## src/rtl/frame_row_sequencer_if.sv

```systemverilog
// Word stream into the frame row sequencer: data/valid from the source, ready back from the sequencer.
interface frame_row_sequencer_if #(
  parameter int unsigned FrameBitsPerRow = 32
) ();
  logic [FrameBitsPerRow-1:0] s_data;
  logic                       s_valid;
  logic                       s_ready;

  modport master (output s_data, output s_valid, input s_ready);
  modport slave  (input s_data, input s_valid, output s_ready);
endinterface

```

## src/rtl/frame_row_sequencer.sv

```systemverilog
// Splits a header-prefixed word stream into per-row frame writes followed by a single frame commit strobe.
// A header carries the frame address; an out-of-range address swallows the frame and sets a sticky error flag.
module frame_row_sequencer #(
  parameter int unsigned FrameBitsPerRow  = 32,
  parameter int unsigned RowSelectWidth   = 5,
  parameter int unsigned NumRows          = 15,
  parameter int unsigned FrameSelectWidth = 5,
  parameter int unsigned MaxFramesPerCol  = 20
) (
  input  logic                        CLK,
  input  logic                        resetn,
  frame_row_sequencer_if.slave        stream,
  output logic [FrameBitsPerRow-1:0]  FrameData_O,
  output logic [RowSelectWidth-1:0]   RowSelect,
  output logic [FrameSelectWidth-1:0] FrameAddr,
  output logic                        FrameStrobe,
  output logic                        busy,
  output logic                        addr_err,
  output logic [15:0]                 frames_done
);

  localparam int unsigned HdrMsb = 31;
  localparam int unsigned HdrLsb = 24;
  localparam logic [7:0]  HdrTag = 8'hFA;

  typedef enum logic [2:0] {IDLE, LOAD, DRAIN, STROBE, SKIP} state_t;

  state_t                      state;
  state_t                      state_next;
  logic [RowSelectWidth-1:0]   row_cnt;
  logic                        ready_q;

  logic [RowSelectWidth-1:0]   row_cnt_next;
  logic [RowSelectWidth-1:0]   row_sel_next;
  logic [FrameBitsPerRow-1:0]  data_next;
  logic [FrameSelectWidth-1:0] addr_next;
  logic                        strobe_next;
  logic                        err_next;
  logic [15:0]                 done_next;
  logic                        ready_next;
  logic                        busy_next;

  logic                        accept;
  logic                        is_hdr;
  logic [FrameSelectWidth-1:0] hdr_addr;
  logic                        addr_ok;
  logic                        last_row;

  assign stream.s_ready = ready_q;
  assign accept   = stream.s_valid && ready_q;
  assign is_hdr   = (stream.s_data[HdrMsb:HdrLsb] == HdrTag);
  assign hdr_addr = stream.s_data[FrameSelectWidth-1:0];
  assign addr_ok  = (32'(hdr_addr) < 32'(MaxFramesPerCol));
  assign last_row = (row_cnt == RowSelectWidth'(NumRows));

  // State register
  always_ff @(posedge CLK or negedge resetn) begin
    if (!resetn) state <= IDLE;
    else         state <= state_next;
  end

  // Next-state logic
  always_comb begin
    state_next = state;
    case (state)
      IDLE:    if (accept && is_hdr) state_next = addr_ok ? LOAD : SKIP;
      LOAD:    if (accept && last_row) state_next = DRAIN;
      DRAIN:   state_next = STROBE;
      STROBE:  state_next = IDLE;
      SKIP:    if (accept && last_row) state_next = IDLE;
      default: state_next = IDLE;
    endcase
  end

  // Next values of the registered outputs and row counter
  always_comb begin
    row_cnt_next = row_cnt;
    row_sel_next = '0;
    data_next    = FrameData_O;
    addr_next    = FrameAddr;
    strobe_next  = 1'b0;
    err_next     = addr_err;
    done_next    = frames_done;
    case (state)
      IDLE: begin
        if (accept && is_hdr) begin
          row_cnt_next = RowSelectWidth'(1);
          if (addr_ok) addr_next = hdr_addr;
          else         err_next  = 1'b1;
        end
      end
      LOAD: begin
        if (accept) begin
          row_sel_next = row_cnt;
          data_next    = stream.s_data;
          row_cnt_next = last_row ? '0 : row_cnt + RowSelectWidth'(1);
        end
      end
      DRAIN: begin
        // Commit pulse lands in STROBE together with the new count
        strobe_next = 1'b1;
        done_next   = frames_done + 16'd1;
      end
      SKIP: begin
        if (accept) row_cnt_next = last_row ? '0 : row_cnt + RowSelectWidth'(1);
      end
      default: ;
    endcase
    ready_next = (state_next == IDLE) || (state_next == LOAD) || (state_next == SKIP);
    busy_next  = (state_next != IDLE);
  end

  // Output and counter registers
  always_ff @(posedge CLK or negedge resetn) begin
    if (!resetn) begin
      row_cnt     <= '0;
      RowSelect   <= '0;
      FrameData_O <= '0;
      FrameAddr   <= '0;
      FrameStrobe <= 1'b0;
      addr_err    <= 1'b0;
      frames_done <= '0;
      ready_q     <= 1'b1;
      busy        <= 1'b0;
    end else begin
      row_cnt     <= row_cnt_next;
      RowSelect   <= row_sel_next;
      FrameData_O <= data_next;
      FrameAddr   <= addr_next;
      FrameStrobe <= strobe_next;
      addr_err    <= err_next;
      frames_done <= done_next;
      ready_q     <= ready_next;
      busy        <= busy_next;
    end
  end

endmodule

```

## src/flat_wrapper.sv

```systemverilog
// flat-port wrapper written by rule: the top's interface ports become plain ports
module frame_row_sequencer_flat 
#(
  parameter int unsigned FrameBitsPerRow  = 32,
  parameter int unsigned RowSelectWidth   = 5,
  parameter int unsigned NumRows          = 15,
  parameter int unsigned FrameSelectWidth = 5,
  parameter int unsigned MaxFramesPerCol  = 20
)
  (CLK, resetn, FrameData_O, RowSelect, FrameAddr, FrameStrobe, busy, addr_err, frames_done, stream_s_data, stream_s_valid, stream_s_ready);
  frame_row_sequencer_if #(.FrameBitsPerRow(FrameBitsPerRow)) stream_i ();
  input  logic CLK;
  input  logic resetn;
  output logic [FrameBitsPerRow-1:0] FrameData_O;
  output logic [RowSelectWidth-1:0] RowSelect;
  output logic [FrameSelectWidth-1:0] FrameAddr;
  output logic FrameStrobe;
  output logic busy;
  output logic addr_err;
  output logic [15:0] frames_done;
  input wire logic [$bits(stream_i.s_data)-1:0] stream_s_data;
  input wire logic [$bits(stream_i.s_valid)-1:0] stream_s_valid;
  output wire logic [$bits(stream_i.s_ready)-1:0] stream_s_ready;
  assign stream_i.s_data = stream_s_data;
  assign stream_i.s_valid = stream_s_valid;
  assign stream_s_ready = stream_i.s_ready;
  frame_row_sequencer #(.FrameBitsPerRow(FrameBitsPerRow), .RowSelectWidth(RowSelectWidth), .NumRows(NumRows), .FrameSelectWidth(FrameSelectWidth), .MaxFramesPerCol(MaxFramesPerCol)) u_core (.CLK(CLK), .resetn(resetn), .stream(stream_i), .FrameData_O(FrameData_O), .RowSelect(RowSelect), .FrameAddr(FrameAddr), .FrameStrobe(FrameStrobe), .busy(busy), .addr_err(addr_err), .frames_done(frames_done));
endmodule
```

## config.mk

```make
export PLATFORM = sky130hd
export DESIGN_NAME = frame_row_sequencer_flat
export DESIGN_NICKNAME = d
export VERILOG_FILES = /design/src/rtl/frame_row_sequencer_if.sv /design/src/rtl/frame_row_sequencer.sv /design/src/flat_wrapper.sv
export SDC_FILE = /design/constraint.sdc
export NUM_CORES = 1
export LEC_CHECK = 0
export CORE_MARGIN = 5
export CORE_UTILIZATION = 30
export DETAILED_ROUTE_END_ITERATION = 6
export GPL_TIMING_DRIVEN = 0
export HOLD_SLACK_MARGIN = 0.08
export PLACE_DENSITY = 0.58
export RECOVER_POWER = 100
export SLEW_MARGIN = 15
export SYNTH_ARGS = -nofsm -noshare
export SYNTH_HDL_FRONTEND = slang
export SYNTH_SLANG_ARGS = --single-unit
```

## constraint.sdc

```tcl
create_clock -name CLK -period 4.6 [get_ports CLK]
set_input_delay 0.69 -clock CLK [delete_from_list [all_inputs] [get_ports CLK]]
set_output_delay 0.69 -clock CLK [all_outputs]
set_load 0.005 [all_outputs]
```

==> results_dict.tcl <==
set metrics [dict create \
    outcome "finished with violations" \
    failed_checks "max-capacitance violations, max-slew violations" \
    cp_max_fo 10 \
    worst_slew_pin_slew_ps 1940 \
    tns_ps 0 \
    hold_path_class "reg -> reg" \
    clock-sinks 70 \
    setup_viol 0 \
    cts_tree "built" \
    power_density_nw_per_um2 409 \
    netlist.area_leader.share 0.593 \
    gp_congestion 0.734 \
    path_clk_slew_ps 80 \
    synth_area_um2 2910 \
    worst_setup_path_end_kind "flip-flop" \
    min_period_ps 3230 \
    rsz0062_at_grt "false" \
    synth_nets 248 \
    synth-warning-count 0 \
    layout_common_cells "69 x dfrtp_1, 63 x dlygate4sd3_1, 32 x clkdlybuf4s50_1" \
    cap_violations 1 \
    hp-start "u_core.frames_done[15]" \
    area_delta_synth_final_pct 44.7 \
    layout_commonest_cell "dfrtp_1" \
    grt_pass1_vias 2123 \
    fin_nets 356 \
    root_buffer "clkbuf_8" \
    power_frac_seq 0.448 \
    p_int_mw 1.33 \
    power_switching_mw 0.394 \
    cts_setup_buffers 0 \
    yosysSeqAreaShare 0.602 \
    ant_nets 0 \
    yosysTopAreaCell "dfrtp_1" \
    core_um2 9640 \
    synthCells 211 \
    crit_start "stream_s_valid" \
    drc 0 \
    critPathArrivalTime_ps 3450 \
    hpwl_um 4770 \
    fp.dieH_um 109 \
    finalHoldViolations 0 \
    criticalPathCategory "in -> reg" \
    drt-initial-drc-count 36 \
    relSlewSlack -0.291 \
    irDropWorstVdd_mv 0.262 \
    ctsHoldBuffers 0 \
    wire_per_inst_um 13.9 \
    grt_max_degree 38 \
    die_w_um 109 \
    routed_wl_um 6360 \
    clk_latency_ps 340 \
    cts_resized 0 \
    dr_total_vias 2035 \
    placedCellCount 441 \
    drtPass1Iterations 4 \
    cp.required_ps 4820 \
    dieArea_um2 11800 \
    row_count 36 \
    startpoint_type "input port" \
    fin_cells 457 \
    netlist-cell-type-count 43 \
    finClkSkew_ps 7.30 \
    fin_crit_sh 0.702 \
    htreeDepth 3 \
    p_leak_nw 2.01 \
    final_layout_size_suffix_gt1_frac 0.164 \
    fillers 933 \
    synth_area_leaders "dfrtp_1 59%, mux2_2 12%, xnor2_1 4.2%" \
    grt_use_total 0.115 \
    cts_buffer_depth 2 \
    clockPowerShare 0.351 \
    pin_count 97 \
    initial_core_util 0.302 \
    n_antenna_cell 0 \
    switching_share 0.228 \
    grt_first_pass_wirelength_um 10400 \
    power_frac_comb 0.201 \
    antenna_found_initial 0 \
    synth_seq_cells 70 \
    r2r_start "u_core.state[1]" \
    max_freq_ghz 0.310 \
    slew_viol_final 34 \
    overflow 0 \
    numCtsBuffers 9 \
    avgSynthCellArea_um2 13.8 \
    numPortBuffers 96 \
    vias_per_cell 4.45 \
]
## power by group through the flow
stage               clock network [mW]  registers (mW)  logic (mW)
floorplan                            0           0.795       0.121
global placement                     0           0.789       0.388
global route                     0.659           0.792       0.379
CTS                              0.631           0.781       0.396
finish                           0.605           0.773       0.347
detailed placement                   0           0.792       0.394
## layer usage
metal	global-route usage	part of all wire	vias up
li1	-	-	959
met1	0.136	0.42	1006
met2	0.185	0.49	63
met3	0.0555	0.080	7
met5	0	0	-
met4	0.0325	0.011	0
## worst paths after layout
check                                    endpoint  slack (ps)  cells past startpoint
max                        u_core.FrameData_O[19]        1370                      5
max reg2reg                u_core.FrameData_O[19]        1680                      5
min reg2reg                u_core.frames_done[15]         470                      1
min in group asynchronous   u_core.frames_done[6]         880                      1
max in group asynchronous  u_core.FrameData_O[28]        2600                      1
min                        u_core.frames_done[15]         470                      1
## critical path: stages
cell and delay, ps:
dlygate4sd3_1 580, nand2_1 140, nor3_1 1100, clkbuf_1 530
mux2_2 400
## cell type report
class | instances | area (µm²) | share of cell area
Timing Repair Buffer | 97 | 975 | 0.231
Tap cell | 133 | 166 | 0.0395
Clock buffer | 11 | 141 | 0.0335
Buffer | 7 | 27.5 | 0.00653
Multi-Input combinational cell | 131 | 1030 | 0.245
Clock inverter | 5 | 106 | 0.0252
Inverter | 3 | 11.3 | 0.00267
Sequential cell | 70 | 1750 | 0.416
## cells by family after synthesis
kind of cell,after synthesis,share of synthesized area
adders and majority gates,2,0.00859
xor gates and xnor gates,17,0.0511
DFF,70,0.602
AOI/OAI and AO/OA,16,0.0391
muxes,37,0.148
and+or+nand+nor,59,0.134
buffers and inverters,10,0.0176
## sequential cells by signal (all words and copies together), names as in the netlist
name / count
u_core.row_cnt: 5
u_core.busy: 1
u_core.FrameStrobe: 1
u_core.frames_done: 16
u_core.state: 3
u_core.stream.s_ready: 1
u_core.FrameAddr: 5
u_core.FrameData_O: 32
u_core.RowSelect: 5
u_core.addr_err: 1
## through the flow
stage | worst slack, ps | power (mW) | hold WS [ps] | cell area [µm²] | utilization
floorplan | 2660 | 0.915 | 394 | 2910 | -
global placement | 338 | 1.18 | 466 | 4040 | 0.419
detailed placement | 1810 | 1.19 | 472 | 4060 | 0.421
CTS | 2180 | 1.81 | 299 | 4310 | 0.447
global route | 1210 | 1.83 | 495 | 4220 | 0.437
finish | 1370 | 1.73 | 475 | 4220 | 0.437
## synth_stat cells
master	n
ha_1	2
a32o_1	1
nor4_4	3
clkbuf_1	1
inv_1	3
o21ba_2	1
mux2_1	1
or3b_1	1
nor3_1	1
o21ai_0	3
nand3b_1	1
a211oi_1	1
buf_2	5
nand2_4	1
nor2_1	10
and4_1	1
o21a_1	2
mux2i_1	1
xnor2_1	14
nand3_1	6
nor2b_1	3
buf_6	1
nor3_4	1
and2_1	5
or4_4	2
dfstp_2	1
and2b_1	1
a311oi_1	1
a21o_1	1
nand4_1	6
nand2b_1	1
mux2_4	4
or2_2	1
nand2_1	12
xor2_1	3
dfrtp_1	69
a22o_1	1
o21bai_1	2
o22ai_1	1
nor4b_1	2
a21oi_1	2
and4b_1	1
mux2_2	31
(Power assumes the default switching activity.)
